===== config.mk =====
export PLATFORM = sky130hd
export DESIGN_NAME = alu_multicycle
export DESIGN_NICKNAME = d
export VERILOG_FILES = /design/src/rtl/alu_multicycle.sv
export SDC_FILE = /design/constraint.sdc
export NUM_CORES = 1
export LEC_CHECK = 0
export CAP_MARGIN = 25
export CORE_UTILIZATION = 40
export CTS_BUF_LIST = sky130_fd_sc_hd__clkbuf_8
export CTS_CLUSTER_DIAMETER = 60
export DETAILED_ROUTE_END_ITERATION = 16
export PLACE_DENSITY = 0.63
export SYNTH_ARGS = -nofsm -noshare
export SYNTH_HDL_FRONTEND = slang
export SYNTH_SLANG_ARGS = --single-unit

===== constraint.sdc =====
create_clock -name clk -period 3.1 [get_ports clk]
set_input_delay 0.62 -clock clk [delete_from_list [all_inputs] [get_ports clk]]
set_output_delay 0.62 -clock clk [all_outputs]
set_load 0.05 [all_outputs]

===== src/rtl/alu_multicycle.sv =====
// alu_multicycle: handshaked execute-stage ALU; MUL/DIV/MOD iterate over WIDTH cycles.
// Build option: define ALU_FAST_MUL_EN to make MUL a single-cycle combinational multiply.
module alu_multicycle #(
    parameter int WIDTH      = 32,
    parameter bit SIGNED_CMP = 1'b1
) (
    input  logic             clk,
    input  logic             reset_n,
    input  logic             in_valid,
    output logic             in_ready,
    input  logic [WIDTH-1:0] op1,
    input  logic [WIDTH-1:0] op2,
    input  logic [WIDTH-1:0] immx,
    input  logic             is_immediate,
    input  logic [12:0]      alu_signals,
    output logic             out_valid,
    input  logic             out_ready,
    output logic [WIDTH-1:0] alu_result,
    output logic             flags_e,
    output logic             flags_gt,
    output logic             op_err
);
    localparam int SW = $clog2(WIDTH);
    localparam logic [SW-1:0] LAST = SW'(WIDTH - 1);

    typedef enum logic [1:0] {IDLE, BUSY, DONE} state_t;
    state_t state, next_state;

    logic [WIDTH-1:0] b, single_res, asr_val, acc, quo, mcand, divisor, acc_n, quo_n;
    logic [WIDTH:0]   shifted, trial;
    logic [SW-1:0]    cnt;
    logic             accept, one_hot, iter_op, shift_big, is_mul, is_mod, cmp_gt;

    assign b         = is_immediate ? immx : op2;
    assign one_hot   = $onehot(alu_signals);
    assign shift_big = |(b >> SW);
    assign asr_val   = $signed(op1) >>> b[SW-1:0];
    assign in_ready  = (state == IDLE) | ((state == DONE) & out_ready);
    assign accept    = in_valid & in_ready;
    assign out_valid = state == DONE;
    assign cmp_gt    = SIGNED_CMP ? ($signed(op1) > $signed(b)) : (op1 > b);
`ifdef ALU_FAST_MUL_EN
    assign iter_op   = one_hot & (alu_signals[4] | alu_signals[5]);
`else
    assign iter_op   = one_hot & (|alu_signals[5:3]);
`endif

    // Result of every op finishing in its accept cycle; illegal encodings give zero
    always_comb begin
        single_res = '0;
        case (alu_signals)
            13'h0001:           single_res = op1 + b;
            13'h0002, 13'h0004: single_res = op1 - b;
`ifdef ALU_FAST_MUL_EN
            13'h0008:           single_res = op1 * b;
`endif
            13'h0040:           single_res = shift_big ? '0 : op1 << b[SW-1:0];
            13'h0080:           single_res = shift_big ? '0 : op1 >> b[SW-1:0];
            13'h0100:           single_res = shift_big ? {WIDTH{op1[WIDTH-1]}} : asr_val;
            13'h0200:           single_res = op1 | b;
            13'h0400:           single_res = op1 & b;
            13'h0800:           single_res = ~op1;
            13'h1000:           single_res = b;
            default:            single_res = '0;
        endcase
    end

    // One shift-add multiply step or one restoring-division step (quo holds dividend bits)
    always_comb begin
        shifted = {acc, quo[WIDTH-1]};
        trial   = shifted - {1'b0, divisor};
        acc_n   = is_mul ? acc + (quo[0] ? mcand : '0)
                         : (trial[WIDTH] ? shifted[WIDTH-1:0] : trial[WIDTH-1:0]);
        quo_n   = is_mul ? quo >> 1 : {quo[WIDTH-2:0], ~trial[WIDTH]};
    end

    // Handshake FSM next state: accept from IDLE or a draining DONE, iterate in BUSY
    always_comb begin
        next_state = state;
        case (state)
            BUSY:    next_state = (cnt == LAST) ? DONE : BUSY;
            DONE:    next_state = accept ? (iter_op ? BUSY : DONE) : (out_ready ? IDLE : DONE);
            default: next_state = accept ? (iter_op ? BUSY : DONE) : IDLE;
        endcase
    end

    // State register
    always_ff @(posedge clk or negedge reset_n) begin
        if (!reset_n) state <= IDLE;
        else          state <= next_state;
    end

    // Operand capture, iteration registers, result and flag registers
    always_ff @(posedge clk or negedge reset_n) begin
        if (!reset_n) begin
            alu_result <= '0;
            flags_e    <= 1'b0;
            flags_gt   <= 1'b0;
            op_err     <= 1'b0;
            acc        <= '0;
            quo        <= '0;
            mcand      <= '0;
            divisor    <= '0;
            cnt        <= '0;
            is_mul     <= 1'b0;
            is_mod     <= 1'b0;
        end else if (accept) begin
            acc     <= '0;
            quo     <= alu_signals[3] ? b : op1;
            mcand   <= op1;
            divisor <= b;
            cnt     <= '0;
            is_mul  <= alu_signals[3];
            is_mod  <= alu_signals[5];
            if (!iter_op) begin
                alu_result <= single_res;
                op_err     <= ~one_hot;
            end
            if (alu_signals == 13'h0004) begin
                flags_e  <= op1 == b;
                flags_gt <= cmp_gt;
            end
        end else if (state == BUSY) begin
            acc   <= acc_n;
            quo   <= quo_n;
            mcand <= mcand << 1;
            cnt   <= cnt + 1'b1;
            if (cnt == LAST) begin
                alu_result <= (is_mul | is_mod) ? acc_n : quo_n;
                op_err     <= 1'b0;
            end
        end
    end
endmodule


==> flow_summary.ini, run 1 <==
[sta]
finalClockSkew_ps = 11.1
rsz0062_at_grt = true
final.setup.worst_slack_ps = -1700
max_freq_mhz = 208
hold_ws_ps = 152
layout_min_cycle_time_ps = 4800
setup_tns_ps = -64700
maxSlewViolCount = 0
setup_viol = 70
period_share_pct = 155
tightest_slew_ps = 1010
relSlewSlack_pct = 30.8
finalHoldViolCount = 0

[clocking]
clock_tree.buffer_depth = 2
ctsHtreeMaxLevel = 4
cts-root-buf = clkbuf_8
cts_made_buffers = 17
hold_buffers = 0
path_clk_slew_ps = 100
clock_sinks = 172
clock_latency_ps = 510
cts_tree = built

[die]
fp-row-count = 87
die_w_um = 241
start_util_pct = 40.6
ios = 151
core-area_sq_um = 56500
die_h_um = 241
fp.dieArea_sq_um = 58300

[place]
pre_cts_ws_ps = -2750
portBuffers = 150
post-dp-hpwl_mm = 103
gp_congestion = 1.07
dp_cells = 4632

[yosys]
async_reset_ff_share_pct = 100
synth_edf_count = 0
synth-seq-cells = 172
synth_seq_area_share_pct = 18.8
synth-main-ff-cell = dfrtp_1
synth_area_sq_um = 22900
syn-num-nets = 3322
synth_area_per_cell_sq_um = 7.58
synthesis.instances = 3025
ys_types = 102
yosys_warnings = 0

[route]
wl_per_cell_um = 27.1
firstDrtPassIters = 8
drc = 0
routed_wirelength_mm = 128
drt_iter0_markers = 3222
via_count = 29365
drtAntennaViolNets = 0
drt-vias-per-instance = 6.23

[setup_path]
critPathLaunch = alu_signals[5]
critPathCaptureType = flip-flop
worstPathArrival_ps = 5250
reg2reg_depth = 19
r2r_end = alu_result[17]
path_class = in -> reg
cp-endpoint = alu_result[6]
r2r_start = quo[31]
cp_max_fo = 13
r2r_slack_ps = -500
required_ps = 3550
cp-start-kind = input pin

[global_routing]
grt_busiest_layer = met2
antenna_found_initial = 7
grt_util_met2_pct = 69.0
track_usage_pct = 43.1
grt_max_degree = 136
grt_pass1_wl_mm = 184
grt_pass1_vias = 28299
overflow = 0
grtUsageMet3_pct = 7.12
met1_usage_pct = 55.7

[layout]
regArea_sq_um = 4310
fill_cells = 5067
area_growth_pct = 47.2
nets = 4240
final_layout_size_suffix_gt1_share_pct = 32.5
multi_input_area_sq_um = 17900
utilization_pct = 59.7
final_cell_count_no_fill = 4713

[pwr]
leakagePower_nw = 15.5
cellPowerDensity_nw_per_um2 = 601
ir_drop_mv = 0.557

[min_path]
hold_class = in -> async

[status]
status = complete, but fails checks
violations = negative setup slack

[job]
max-cap-violations = 0
==> how the worst min path moves through the flow <==
stage               slack, ps     endpoint
global route              180      acc[28]
detailed placement        480   divisor[0]
floorplan                 320       acc[0]
CTS                       180      acc[26]
finish                    150      acc[28]
global placement          460  divisor[20]
==> critical path: stages <==
cell,delay [ps]
buf_6,100
fa_1,520
fa_1,530
inv_1,50
fa_1,490
fa_1,430
inv_2,70
fa_2,200
inv_2,40
fa_2,360
a211oi_4,210
mux2i_4,120
nor4_4,520
nor2_4,70
nor2_4,130
buf_8,140
buf_12,110
buf_12,140
buf_4,130
nand2_1,40
nand2_1,60
o21ai_1,60
nand3_1,80
==> stage by stage <==
stage / cell area, sq um / power, mW
6_report: 33700 / 20.3
5_1_grt: 33700 / 21.3
4_1_cts: 33500 / 19.6
3_5_place_dp: 31900 / 16.8
3_3_place_gp: 31900 / 16.6
2_1_floorplan: 23200 / 10.8
==> power breakdown <==
group | switching [mW] | leakage [nW] | internal, mW
combinational | 8.05 | 13.1 | 6.52
sequential | 0.869 | 2.20 | 3.08
clock | 0.993 | 0.218 | 0.775
==> cell usage in the layout, fill, tap and decap left out, types with 20 or more instances in the layout <==
cell type        instances
buf_4                  927
nand2_1                347
o21ai_0                263
nor2_1                 215
a21oi_1                206
mux2i_1                178
dfrtp_1                170
ha_1                   158
inv_1                  153
clkdlybuf4s50_1        133
o211ai_1                72
a21o_1                  62
nor3_1                  52
nand3_1                 52
xnor2_1                 45
a31oi_1                 40
o22ai_1                 38
and2_1                  36
mux4_2                  35
buf_12                  32
buf_6                   31
and3_1                  25
a211oi_1                25
o221ai_1                25
nand4_1                 23
xor2_1                  21
o21ai_1                 20
==> sequential cells by signal, summed over array words and instances (netlist names), 2 cells and up <==
name and count:
acc 32, alu_result 32, divisor 32, mcand 32, quo 32, cnt 5, state 2
==> synth_stat cells, drive strengths merged (15+ instances only) <==
| library cell | number | area, sq um |
|---|---|---|
| a2111oi | 18 | 158 |
| a211oi | 36 | 270 |
| a21o | 63 | 474 |
| a21oi | 224 | 1130 |
| a221oi | 21 | 196 |
| a22oi | 19 | 143 |
| a31oi | 45 | 288 |
| and2 | 41 | 257 |
| and3 | 29 | 186 |
| buf | 74 | 424 |
| clkbuf | 170 | 638 |
| dfrtp | 172 | 4300 |
| ha | 171 | 2140 |
| inv | 161 | 609 |
| mux2 | 15 | 169 |
| mux2i | 201 | 2040 |
| mux4 | 35 | 788 |
| nand2 | 356 | 1340 |
| nand2b | 19 | 119 |
| nand3 | 58 | 295 |
| nand4 | 23 | 144 |
| nor2 | 229 | 877 |
| nor2b | 15 | 93.8 |
| nor3 | 55 | 287 |
| nor4 | 28 | 203 |
| o211ai | 73 | 553 |
| o21ai | 290 | 1460 |
| o21bai | 18 | 135 |
| o221ai | 25 | 219 |
| o22ai | 38 | 238 |
| o31ai | 21 | 158 |
| xnor2 | 46 | 403 |
| xor2 | 21 | 184 |
==> layout make-up <==
type                    instances  share of cell area (%)
multi-input cells            2447                    53.1
diodes                          1                 0.00742
flip-flops and latches        172                    12.8
clock buffers                  18                   0.734
well taps                     756                    2.80
clock inverters                14                   0.530
inverters                     162                    1.82
repair buffers               1143                    28.2
==> kinds of logic (layout without fill, tap and decap cells) <==
kind of cell / after synthesis / in the layout / synth area share, %
DFF: 172 / 172 / 18.8
and+or+nand+nor: 910 / 910 / 18.4
other: 0 / 1 / 0
xor gates and xnor gates: 67 / 67 / 2.56
AOI/OAI and AO/OA: 1036 / 1036 / 29.5
buffers and inverters: 406 / 1337 / 7.31
muxes: 251 / 251 / 13.1
adders and majority gates: 183 / 183 / 10.4
==> routing by layer <==
metal	part of all wire, %	vias up	routed length, um
li1	-	12989	-
met4	6.1	10	7750
met5	0.045	-	57
met2	45	1692	57400
met3	9.0	376	11400
met1	40	14298	50900
==> timing repair <==
item,in CTS,in global routing
pin swaps,81,24
setup endpoints to repair,70,70
gates cloned,2,1
gates resized for setup,205,41
buffers inserted,41,9
Power figures use the tool's default switching activity.
==> run 2, diff against run 1 <==
--- a/config.mk
+++ b/config.mk
@@ -6,6 +6,7 @@
 export NUM_CORES = 1
 export LEC_CHECK = 0
 export CAP_MARGIN = 25
+export CORE_MARGIN = 8
 export CORE_UTILIZATION = 40
 export CTS_BUF_LIST = sky130_fd_sc_hd__clkbuf_8
 export CTS_CLUSTER_DIAMETER = 60
==> flow_summary.ini, run 2 (synthesis results as in run 1) <==
[status]
status = complete, but fails checks
violations = design-rule violations, negative setup slack

[route]
drt_iter0_markers = 3702
wl_per_cell_um = 27.9
routed_wirelength_mm = 133
drt-vias-per-instance = 6.24
drc = 2
firstDrtPassIters = 12
via_count = 29743
drtAntennaViolNets = 0

[place]
gp_congestion = 1.06
portBuffers = 150
post-dp-hpwl_mm = 105

[pwr]
combPwrFrac_pct = 73.6
power.switching_mw = 10.4
p_clk_share_pct = 7.7
seqPwrFrac_pct = 18.7
leakagePower_nw = 15.9
p_total_mw = 21.1
cellPowerDensity_nw_per_um2 = 610
internal-power_mw = 10.7
ir_drop_mv = 0.506
sw_frac_of_total_pct = 49.3

[sta]
setup_viol = 69
period_share_pct = 153
maxSlewViolCount = 0
relSlewSlack_pct = 24.0
max_freq_mhz = 211
finalClockSkew_ps = 18.4
layout_min_cycle_time_ps = 4740
tightest_slew_ps = 1110
rsz0062_at_grt = true
setup_tns_ps = -63970
final.setup.worst_slack_ps = -1640
finalHoldViolCount = 0

[setup_path]
r2r_slack_ps = -660
worstPathArrival_ps = 5140
path_class = in -> reg
required_ps = 3500
reg2reg_depth = 17
r2r_start = quo[31]
cp-start-kind = input pin
critPathCaptureType = flip-flop
cp_max_fo = 3
r2r_end = alu_result[9]

[die]
die_h_um = 255
fp-row-count = 87
core-area_sq_um = 56500
die_w_um = 255
fp.dieArea_sq_um = 65200
start_util_pct = 40.6
ios = 151

[clocking]
path_clk_slew_ps = 110
cts_made_buffers = 17
cts-root-buf = clkbuf_8
hold_buffers = 0
ctsHtreeMaxLevel = 4
clock_latency_ps = 510
clock_tree.buffer_depth = 2
cts_tree = built
clock_sinks = 172

[layout]
multi_input_area_sq_um = 18400
regArea_sq_um = 4310
area_growth_pct = 51.3
nets = 4290
final_common_cell = buf_4
fill_cells = 4946
final_cell_mix = 956 x buf_4, 347 x nand2_1, 257 x o21ai_0
final_layout_size_suffix_gt1_share_pct = 35.1

[min_path]
hold_class = in -> async

[global_routing]
antenna_found_initial = 4
overflow = 0
grt_pass1_vias = 29123
grt_max_degree = 132
grt_pass1_wl_mm = 193
track_usage_pct = 38.5

[job]
max-cap-violations = 0
[run 2: area by class of cell]
class / count / area share (%)
Multi-Input combinational cell: 2447 / 53.0
Timing Repair Buffer: 1193 / 28.9
Sequential cell: 172 / 12.4
Tap cell: 756 / 2.73
Inverter: 162 / 1.77
Clock buffer: 18 / 0.714
Clock inverter: 13 / 0.372
Antenna cell: 2 / 0.0144
[run 2: worst max-delay path: stages]
cell	delay, ps
buf_6	100
fa_1	500
fa_1	520
inv_1	50
fa_1	460
fa_1	520
inv_2	50
fa_2	400
inv_2	70
fa_2	210
a211oi_2	50
mux2i_2	250
nor4_4	110
nor2_4	130
nor2_4	50
buf_6	140
a221o_1	300
a2111oi_4	320
a31o_2	210
o221ai_2	80
[run 2: stage by stage]
step,instances,util (%),hold WS [ps],setup slack (ps),instance area [sq um]
after floorplan,3025,-,324,-1740,23200
after global placement,4658,56.8,468,-2600,32100
after detailed placement,4658,56.8,476,-2680,32100
after CTS,4748,60.3,111,-1580,34000
after global routing,4762,61.4,118,-1830,34700
final,4763,61.4,106,-1640,34700
[run 2: power groups by stage]
stage / clock [mW] / sequential [mW] / combinational [mW]
after floorplan: 0 / 3.94 / 6.83
after global placement: 0 / 3.86 / 12.6
after detailed placement: 0 / 3.90 / 12.9
after CTS: 1.63 / 3.88 / 14.6
after global routing: 1.73 / 4.01 / 16.4
final: 1.63 / 3.96 / 15.6
[run 2: what timing repair did]
action                     4_1_cts  5_1_grt
resized for setup              254      131
setup buffers                   55       24
cloned                           7        0
setup endpoints to repair       70       70
pin swaps                      100       83
[run 2: metal layers]
metal  GRT usage (%)  wire length (um)  part of all wire (%)  vias to the layer above
li1                -                 -                     -                    13078
met1            48.8             52000                    39                    14314
met2            61.0             58500                    44                     1920
met3            7.05             13000                   9.8                      431
met4            21.9              9470                   7.1                        0
met5               0                 0                     0                        -
[run 2: worst max path at each step]
stage | start | to | slack, ps | cells past startpoint
after floorplan | alu_signals[9] | alu_result[23] | -1740 | 18
after global placement | alu_signals[9] | alu_result[23] | -2600 | 20
after detailed placement | alu_signals[9] | alu_result[23] | -2680 | 20
after CTS | alu_signals[3] | op_err | -1580 | 23
after global routing | alu_signals[3] | alu_result[25] | -1830 | 20
final | alu_signals[3] | alu_result[25] | -1640 | 20
